==> config.mk <==
export PLATFORM = sky130hd
export DESIGN_NAME = arb_fairness_monitor
export DESIGN_NICKNAME = d
export VERILOG_FILES = /design/src/rtl/arb_fairness_monitor.sv
export SDC_FILE = /design/constraint.sdc
export NUM_CORES = 1
export LEC_CHECK = 0
export ABC_AREA = 0
export CORE_AREA = 2 2 153 155
export CTS_CLUSTER_SIZE = 24
export DETAILED_ROUTE_END_ITERATION = 16
export DIE_AREA = 0 0 155 157
export PLACE_DENSITY = 0.8
export SLEW_MARGIN = 20
export SYNTH_ARGS = -nofsm -noshare
export SYNTH_HDL_FRONTEND = slang
export SYNTH_SLANG_ARGS = --single-unit
==> constraint.sdc <==
create_clock -name clk -period 2 [get_ports clk]
set_clock_uncertainty 0.15 [all_clocks]
set_input_delay 0.2 -clock clk [delete_from_list [all_inputs] [get_ports clk]]
set_output_delay 0.2 -clock clk [all_outputs]
set_load 0.01 [all_outputs]
==> src/rtl/arb_fairness_monitor.sv <==
// Arbiter fairness monitor: tracks per-requester wait time, grant events,
// starvation and protocol errors of an observed req/grant pair.
module arb_fairness_monitor #(
   parameter int unsigned NUM_REQS     = 4,
   parameter int unsigned STARVE_LIMIT = 32,
   parameter int unsigned CNT_W        = 16
) (
   input  logic                clk,
   input  logic                rst,
   input  logic                clear,
   input  logic [NUM_REQS-1:0] req,
   input  logic [NUM_REQS-1:0] grant,
   input  logic [2:0]          sel,
   output logic [CNT_W-1:0]    grant_count,
   output logic [CNT_W-1:0]    max_wait,
   output logic [NUM_REQS-1:0] starve,
   output logic                onehot_err,
   output logic                spurious_err,
   output logic                irq
);

   localparam logic [CNT_W-1:0] CNT_MAX = '1;

   typedef enum logic [1:0] {
      ST_IDLE    = 2'd0,
      ST_WAIT    = 2'd1,
      ST_GRANTED = 2'd2
   } state_e;

   state_e              state_q [NUM_REQS];
   state_e              state_d [NUM_REQS];
   logic [CNT_W-1:0]    wait_q  [NUM_REQS];
   logic [CNT_W-1:0]    wait_d  [NUM_REQS];
   logic [CNT_W-1:0]    max_q   [NUM_REQS];
   logic [CNT_W-1:0]    max_d   [NUM_REQS];
   logic [CNT_W-1:0]    gcnt_q  [NUM_REQS];
   logic [CNT_W-1:0]    gcnt_d  [NUM_REQS];
   logic [NUM_REQS-1:0] starve_q, starve_d;
   logic [NUM_REQS-1:0] gprev_q, gprev_d;
   logic [NUM_REQS-1:0] gevt_c;
   logic                onehot_q, onehot_d;
   logic                spur_q, spur_d;

   // Next-state: per-requester FSM, wait/max/grant counters, sticky flags; clear wins over events
   always_comb begin
      gevt_c   = grant & ~gprev_q;
      gprev_d  = grant;
      onehot_d = onehot_q | ((grant & (grant - NUM_REQS'(1))) != '0);
      spur_d   = spur_q | ((gevt_c & ~req) != '0);
      starve_d = starve_q;
      for (int unsigned i = 0; i < NUM_REQS; i++) begin
         state_d[i] = state_q[i];
         wait_d[i]  = '0;
         max_d[i]   = max_q[i];
         gcnt_d[i]  = gcnt_q[i];
         case (state_q[i])
            ST_IDLE: begin
               if (grant[i])    state_d[i] = ST_GRANTED;
               else if (req[i]) state_d[i] = ST_WAIT;
            end
            ST_WAIT: begin
               if (grant[i])     state_d[i] = ST_GRANTED;
               else if (!req[i]) state_d[i] = ST_IDLE;
            end
            ST_GRANTED: begin
               if (!grant[i]) state_d[i] = req[i] ? ST_WAIT : ST_IDLE;
            end
            default: state_d[i] = ST_IDLE;
         endcase
         // Counter is already zero on entry, so one saturating increment covers enter and stay
         if (state_d[i] == ST_WAIT)
            wait_d[i] = (wait_q[i] == CNT_MAX) ? wait_q[i] : wait_q[i] + CNT_W'(1);
         // Compare the registered count so the final value is captured on the exit cycle
         if (wait_q[i] > max_q[i])
            max_d[i] = wait_q[i];
         if (wait_q[i] >= CNT_W'(STARVE_LIMIT))
            starve_d[i] = 1'b1;
         if (gevt_c[i] && (gcnt_q[i] != CNT_MAX))
            gcnt_d[i] = gcnt_q[i] + CNT_W'(1);
      end
      if (clear) begin
         for (int unsigned i = 0; i < NUM_REQS; i++) begin
            state_d[i] = ST_IDLE;
            wait_d[i]  = '0;
            max_d[i]   = '0;
            gcnt_d[i]  = '0;
         end
         starve_d = '0;
         onehot_d = 1'b0;
         spur_d   = 1'b0;
      end
   end

   // State register with synchronous reset
   always_ff @(posedge clk) begin
      if (rst) begin
         for (int unsigned i = 0; i < NUM_REQS; i++) begin
            state_q[i] <= ST_IDLE;
            wait_q[i]  <= '0;
            max_q[i]   <= '0;
            gcnt_q[i]  <= '0;
         end
         starve_q <= '0;
         gprev_q  <= '0;
         onehot_q <= 1'b0;
         spur_q   <= 1'b0;
      end else begin
         for (int unsigned i = 0; i < NUM_REQS; i++) begin
            state_q[i] <= state_d[i];
            wait_q[i]  <= wait_d[i];
            max_q[i]   <= max_d[i];
            gcnt_q[i]  <= gcnt_d[i];
         end
         starve_q <= starve_d;
         gprev_q  <= gprev_d;
         onehot_q <= onehot_d;
         spur_q   <= spur_d;
      end
   end

   // Readout mux over registered statistics; out-of-range sel reads zero
   always_comb begin
      grant_count = '0;
      max_wait    = '0;
      for (int unsigned i = 0; i < NUM_REQS; i++) begin
         if (32'(sel) == i) begin
            grant_count = gcnt_q[i];
            max_wait    = max_q[i];
         end
      end
   end

   assign starve       = starve_q;
   assign onehot_err   = onehot_q;
   assign spurious_err = spur_q;
   assign irq          = (|starve_q) | onehot_q | spur_q;

endmodule

[Word-level counts from Yosys, hierarchy flattened]
Memories as Yosys holds them, arrays and structs flattened.
Index checks and enable logic that the tools add are counted.
Word-level totals
  memories: 4
  word-level logic and storage cells: 164
  input port bits: 14
  RAM bits: 200
  flip-flop bits (word level): 10
  output and inout port bits: 39
Operators by class
  equality and inequality tests: 23
  $add $sub $neg: 9
  bitwise operators: 25
  multiplexer cells: 75
  reduce and logical (&&, ||, !) cells: 13
  order comparisons: 8
Memories
  gcnt_q: depth 4, width 16, read ports 4, clocked after memory_dff 0, write ports 4, line 36  | logic [CNT_W-1:0] gcnt_q [NUM_REQS];
  max_q: depth 4, width 16, read ports 4, clocked after memory_dff 0, write ports 4, line 34  | logic [CNT_W-1:0] max_q [NUM_REQS];
  wait_q: depth 4, width 16, read ports 4, clocked after memory_dff 0, write ports 4, line 32  | logic [CNT_W-1:0] wait_q [NUM_REQS];
  state_q: depth 4, width 2, read ports 4, clocked after memory_dff 0, write ports 4, line 30  | state_e state_q [NUM_REQS];
Operators by type and width (number)
  2-to-1 mux 16 bit: 36
  2-to-1 mux 64 bit: 3
  adder 16 x 1 -> 16 bit (second input constant): 8
  == test 16 bit (second input constant): 4
  greater-or-equal comparator 16 x 6 -> 1 bit (second input constant): 4
  > comparator 16 bit: 4
  != test 16 bit (second input constant): 4
  2-to-1 mux 2 bit: 24
  one-hot mux 2 bit (3 select lines): 4
  OR 1 bit: 20
  == test 2 x 1 -> 1 bit (second input constant): 8
  AND 4 bit: 3
  == test 2 bit (second input constant): 4
  zero test 2 bit: 4
  2-to-1 mux 8 bit: 1
  inverter 4 bit: 2
  nonzero test 4 bit: 2
  2-to-1 mux 1 bit: 7
  == test 3 x 2 -> 1 bit (second input constant): 2
  logical AND 1 bit: 4
  OR reduction 4 bit: 1
  subtractor 4 x 1 -> 4 bit (second input constant): 1
  == test 3 x 1 -> 1 bit (second input constant): 1
  zero test 3 bit: 1
  OR reduction 2 bit: 1

[Logic depth before layout (Yosys ltp)]
Gate-level depths: netlist of run 1.
  depth after elaboration: 7
  gate-level depth with buffers: 8
  mapped depth without buffers: 7

[Least setup slack after synthesis of run 1]
No wires, ideal clock.
  path kind: reg2reg
  start: memory max_q[1][15]
  end: memory max_q[1][10]
  cell stages (with the launch flop): 9
  setup slack: -0.214 ns
  period minus slack after synthesis: 2.214 ns
  path buffers: 1
  arrival: 1.938 ns
  library setup time: 0.126 ns
  required time: 1.724 ns
  path through: dfxtp_1 inv_1 ha_1 nand4_2 or2_1 or3_1 o311ai_2 buf_6 o211ai_1
RTL lines (line)
  start, declared: 34

==> results of run 1 <==
-- power by group through the flow --
stage | clock, uW | combinational (uW) | sequential (uW)
global placement | 0 | 406 | 4310
floorplan | 0 | 216 | 4310
global route | 4620 | 493 | 4180
finish | 4480 | 476 | 4180
detailed placement | 0 | 418 | 4310
CTS | 4420 | 429 | 4190
-- cell families after synthesis --
| family | Yosys count | synth area share (%) |
|---|---|---|
| XOR/XNOR | 81 | 5.64 |
| AND/OR/NAND/NOR | 633 | 27.5 |
| multiplexers | 39 | 6.28 |
| flip-flops | 210 | 33.4 |
| adder cells (fa/ha/maj) | 77 | 7.63 |
| buffers and inverters | 206 | 6.54 |
| AO/OA/AOI/OAI | 227 | 13.0 |
-- final timing paths --
check / start / end / slack (ns)
worst max-delay path: wait_q[0][9]$_SDFFE_PP0P_ / wait_q[0][7]$_SDFFE_PP0P_ / -0.49
worst max register to register: wait_q[0][9]$_SDFFE_PP0P_ / wait_q[0][7]$_SDFFE_PP0P_ / -0.49
worst min-delay path: rst / gprev_q[0]$_SDFF_PP0_ / 0.18
worst min register to register: spurious_err$_SDFF_PP0_ / spurious_err$_SDFF_PP0_ / 0.36
-- final cells by class --
class,instances,area share [%]
multi-input combinational,1057,48.0
sequential,210,24.1
timing repair buffer,391,18.9
clock buffer,32,3.54
inverter,137,2.80
tap,285,1.94
clock inverter,9,0.648
antenna,4,0.0546
-- through the flow --
stage                     setup WS [ns]  setup TNS (ns)
after CTS                        -0.183           -9.26
after global placement           -0.320          -21.50
final                            -0.493          -21.68
after floorplan                  -0.122           -4.26
after global routing             -0.681          -25.36
after detailed placement         -0.350          -27.15
-- synthesized netlist by cell type (10+ instances only) --
cell type and number:
dfxtp_1 210, inv_1 137, nor2_1 119, nand2_1 106, nand3_1 100, o211ai_1 78
ha_1 76, or4_1 64, a21oi_1 57, xnor2_1 56, clkbuf_1 49, nor2b_1 44
nand4_1 43, nor3_1 34, mux4_2 32, nor4_1 27, xor2_1 25, and3_1 19
a211oi_1 16, o21ai_0 14, a31oi_1 13, buf_2 13, or3_1 12, and2_1 10
-- flip-flops by register name, indices dropped and copies added, names as in the netlist --
name,flops
gprev_q,4
gcnt_q,64
onehot_err,1
wait_q,64
max_q,64
spurious_err,1
starve,4
state_q,8
-- worst reg2reg max path, cell delays in order, from the launching register on --
cell     delay, ns
dfxtp_1       0.42
buf_4         0.19
nand4_1       0.18
buf_4         0.23
nor4_4        0.28
buf_6         0.20
nor3_1        0.09
xnor2_1       0.44
nor2_1        0.14
-- per-layer routing --
layer	up-vias	track usage, %	routed length, um
met5	-	0	19
met4	2	18.8	4130
met3	378	6.33	5930
met2	1213	61.1	23600
met1	6772	46.3	18200
li1	6064	-	-
-- what timing repair did --
item | 4_1_cts | 5_1_grt
resized for setup | 374 | 187
gates cloned | 4 | 1
setup endpoints to repair | 108 | 167
pin swaps | 102 | 66
buffers inserted | 32 | 52
==> impl_metrics.ini, run 1 <==
[sta]
hold_violations = 0
tightest_slew_ns = 0.523
setup_viol = 99
rsz0062_at_grt = yes
layout_setup_ws_ns = -0.493
slew_headroom_pct = 64.9
fin_crit_sh_pct = 125
fmax_mhz = 401
period_needed_ns = 2.49
hold_slack_ns = 0.179
slew_viol_final = 0

[yosys]
yosysTopAreaCell = dfxtp_1
yosys_register_bits = 210
netlist_area_um2 = 12600
async_flop_share_pct = 0
syn_area_per_cell_um2 = 8.55
ys_warn_count = 0
yosys.area.top_type_share_pct = 33.4
synth.distinct_cells = 65
synth-main-ff-cell = dfxtp_1
synth_cells = 1473
synth_edf_count = 0
syn_nets = 1563
synth-seq-area-share_pct = 33.4
synth_area_leaders = dfxtp_1 33%, ha_1 7.6%, mux4_2 5.7%

[route]
wl_per_cell_um = 24.4
dr_total_vias = 14400
postRouteAntennaNets = 0
via_per_inst = 6.79
drt_iter0_drc = 2177
drt_first_pass_iters = 7
drc = 0
drt-total-wl_mm = 51.9

[layout]
final_util_pct = 81.5
final_common_cell = buf_4
n_fill_cell = 1099
final_cell_mix = 249 x buf_4, 117 x nor2_1, 113 x inv_1, 103 x nand2_1, 102 x dfxtp_2
fin_area_um2 = 18300
syn_to_final_growth_pct = 45.7
register_area_um2 = 4420
final_layout_size_suffix_gt1_share_pct = 42.4
multi_input_area_um2 = 8810
finalNonFillerCells = 2125
fin_nets = 1910

[grt]
grt_usage_pct = 36.8
grt_pass1_wl_mm = 71.9
grt_pass1_vias = 13500
antenna_found_initial = 5
grt_max_degree = 39
gr-total-overflow = 0

[floorplan]
die_h_um = 157
ioPinCount = 53
coreArea_um2 = 22500
die_w_um = 155
die_area_um2 = 24300
initial_utilization_pct = 55.9
row_count = 55

[worst_hold_path]
hp-class = in -> reg
holdPathStages = 2

[cts]
clock_latency_ns = 0.55
cts_tree = yes
clkTransAtPathRegs_ns = 0.07
postCtsHoldBufs = 0
htree_levels = 1
numCtsBuffers = 23
cts_sinks = 210
root_buffer = clkbuf_16
clockBufferDepth = 3

[pwr]
p_per_area_nw_per_um2 = 498
clockPowerShare_pct = 49.0
p_sw_uw = 2230
p_leak_uw = 0.00674
pwr-share-comb_pct = 5.2
seqPwrFrac_pct = 45.8
vdd_drop_max_uv = 576
sw_frac_of_total_pct = 24.4
p_total_uw = 9140
internal-power_uw = 6910

[place]
dp_hpwl_mm = 28.8
dpl_cell_area_um2 = 15500
gp_congestion = 0.923
portBuffers = 52
dp.cells = 2005

[worst_setup_path]
worst-path-stages = 8
critical_path.most_common_cell = buf_4
slowest_delay_ns = 0.44
cp_num_buf_inv = 3
arrival_ns = 2.73
start_kind = register
crit_required_ns = 2.24
slowest_stage = xnor2_1
cpLargestDelayFamily = simple AND/OR/NAND/NOR gates
end_kind = register
worstSetupPathType = reg -> reg
crit_path_cell_trace = buf_4, nand4_1, buf_4, nor4_4, buf_6, nor3_1, xnor2_1, nor2_1
path_max_fanout = 7
worst_r2r_path_depth = 8

[outcome]
status = finished, violations left
violations = negative setup slack

[job]
drv_cap = 0
Power figures use the tool's default switching activity.
==> run 2, diff against run 1 <==
- CORE_AREA: 2 2 153 155 -> 2 2 148 150
- DIE_AREA: 0 0 155 157 -> 0 0 150 152
- PLACE_DENSITY: 0.8 -> 0.81
- TNS_END_PERCENT: default -> 20
- clock period: 2 -> 2.9 ns (I/O delays scaled with it)
==> run 2 against run 1 <==
Worst hold slack improved by 0.11 ns. The run now ends clean. Design area shrank 21%. Count of clock-buffer cells in the layout grew 1.
==> impl_metrics.ini, run 2 (synthesis results as in run 1) <==
[layout]
n_fill_cell = 1678
final_common_cell = dfxtp_1
syn_to_final_growth_pct = 15.5
reg_top3 = gcnt_q: 64 flops, max_q: 64 flops, wait_q: 64 flops
final_util_pct = 68.1
finalNonFillerCells = 1846
fin_nets = 1640
final_cell_mix = 210 x dfxtp_1, 137 x inv_1, 119 x nor2_1, 106 x nand2_1, 100 x nand3_1
final_layout_size_suffix_gt1_share_pct = 11.3
diodes = 0

[floorplan]
die_h_um = 152
initial_utilization_pct = 59.0
coreArea_um2 = 21400
row_count = 54
die_area_um2 = 22800
die_w_um = 150
ioPinCount = 53

[place]
dp.cells = 1804
dp_hpwl_mm = 25.6
portBuffers = 52
gp_congestion = 0.939

[route]
drt-total-wl_mm = 35.0
via_per_inst = 6.42
wl_per_cell_um = 19.0
dr_total_vias = 11800
postRouteAntennaNets = 0
drc = 0
drt_first_pass_iters = 6
drt_iter0_drc = 1090

[worst_setup_path]
cp_num_buf_inv = 3
path_max_fanout = 16
reg2reg_from = max_q[0][13]$_SDFFE_PP0N_
critical_path.most_common_cell = clkdlybuf4s50_1
worst_r2r_path_depth = 8
worstSetupPathType = in -> out
cpLargestDelayFamily = buffers and inverters
crit_required_ns = 2.46
slowest_stage = clkdlybuf4s50_1
crit_path_cell_trace = clkdlybuf4s50_1, buf_4, mux4_2, nor2b_1, clkdlybuf4s50_1
r2r_slack_ns = 0.33
end_kind = primary output
slowest_delay_ns = 0.73
r2r_end = max_q[0][11]$_SDFFE_PP0N_
start_kind = input pin
arrival_ns = 2.30

[cts]
numCtsBuffers = 24
clock_latency_ns = 0.53
cts_sinks = 210
htree_levels = 1
clkTransAtPathRegs_ns = 0.06
post_cts_resized = 0
root_buffer = clkbuf_16
cts_setup_buffers = 0
postCtsHoldBufs = 0
clockBufferDepth = 3
cts_tree = yes

[pwr]
clockPowerShare_pct = 49.4
pwr-share-comb_pct = 3.9
internal-power_uw = 4860
seqPwrFrac_pct = 46.7
p_per_area_nw_per_um2 = 429
p_leak_uw = 0.00480
sw_frac_of_total_pct = 22.0
p_total_uw = 6230
p_sw_uw = 1370
vdd_drop_max_uv = 472

[sta]
slew_headroom_pct = 28.0
fmax_mhz = 365
rsz0062_at_grt = no
fin_crit_sh_pct = 94.6
setup_viol = 0
hold_violations = 0
period_needed_ns = 2.74
slew_viol_final = 0
tns_ns = 0
tightest_slew_ns = 1.07

[grt]
grt_max_degree = 46
grt_pass1_wl_mm = 56.8
gr-total-overflow = 0
grt_pass1_vias = 11200
antenna_found_initial = 0
grt_usage_pct = 30.4

[outcome]
status = finished clean

[worst_hold_path]
hp-class = in -> reg
holdPathStages = 2
holdPathEnd = gprev_q[1]$_SDFF_PP0_
worstHoldStart = grant[1]

[job]
drv_cap = 0
[run 2: cell count changes in the layout (fill, tap and decap cells not counted), sizes merged]
| cell | previous run | this run |
|---|---|---|
| clkdlybuf4s50 | 17 | 51 |
| clkinvlp | 2 | 0 |
| diode | 4 | 0 |
| clkinv | 4 | 7 |
| inv | 138 | 137 |
| buf | 371 | 69 |
| clkbuf | 34 | 33 |
| dlygate4sd2 | 1 | 0 |
[run 2: per-stage QoR]
stage | worst slack, ns | instance area, um^2 | hold slack [ns]
global placement | 0.200 | 13700 | 0.316
floorplan | 0.686 | 12600 | 0.212
global route | 0.0606 | 14500 | 0.310
finish | 0.157 | 14500 | 0.294
CTS | 0.131 | 14500 | 0.292
detailed placement | 0.156 | 13700 | 0.325
[run 2: how the worst max path moves through the flow]
stage / slack [ns] / to / cells after the start / start
floorplan: 0.69 / max_q[1][10]$_SDFFE_PP0N_ / 8 / max_q[1][15]$_SDFFE_PP0N_
global placement: 0.20 / max_q[2][10]$_SDFFE_PP0N_ / 7 / max_q[2][1]$_SDFFE_PP0N_
detailed placement: 0.16 / max_q[2][10]$_SDFFE_PP0N_ / 7 / max_q[2][14]$_SDFFE_PP0N_
CTS: 0.13 / max_q[1][1]$_SDFFE_PP0N_ / 7 / max_q[1][1]$_SDFFE_PP0N_
global route: 0.06 / grant_count[13] / 5 / sel[1]
finish: 0.16 / grant_count[13] / 5 / sel[1]
[run 2: final cells by class]
type	count	area, um^2	share of cell area (%)
Multi-Input combinational cell	1057	7590	52.2
Sequential cell	210	4200	28.9
Timing Repair Buffer	120	1080	7.40
Clock buffer	33	706	4.86
Inverter	137	514	3.54
Tap cell	280	350	2.41
Clock inverter	9	95.1	0.654
[run 2: layer usage]
metal | GRT usage, % | vias up | routed length [um]
met5 | 0 | - | 0
met4 | 14.6 | 0 | 1840
met3 | 4.74 | 127 | 2740
met2 | 50.6 | 554 | 16700
met1 | 38.5 | 5639 | 13700
li1 | - | 5529 | -
[run 2: power groups by stage]
| stage | clock network, uW | logic, uW | registers (uW) |
|---|---|---|---|
| after floorplan | 0 | 145 | 2970 |
| after global placement | 0 | 237 | 2970 |
| after detailed placement | 0 | 241 | 2970 |
| after CTS | 3110 | 243 | 2910 |
| after global routing | 3230 | 264 | 2910 |
| final | 3080 | 246 | 2910 |
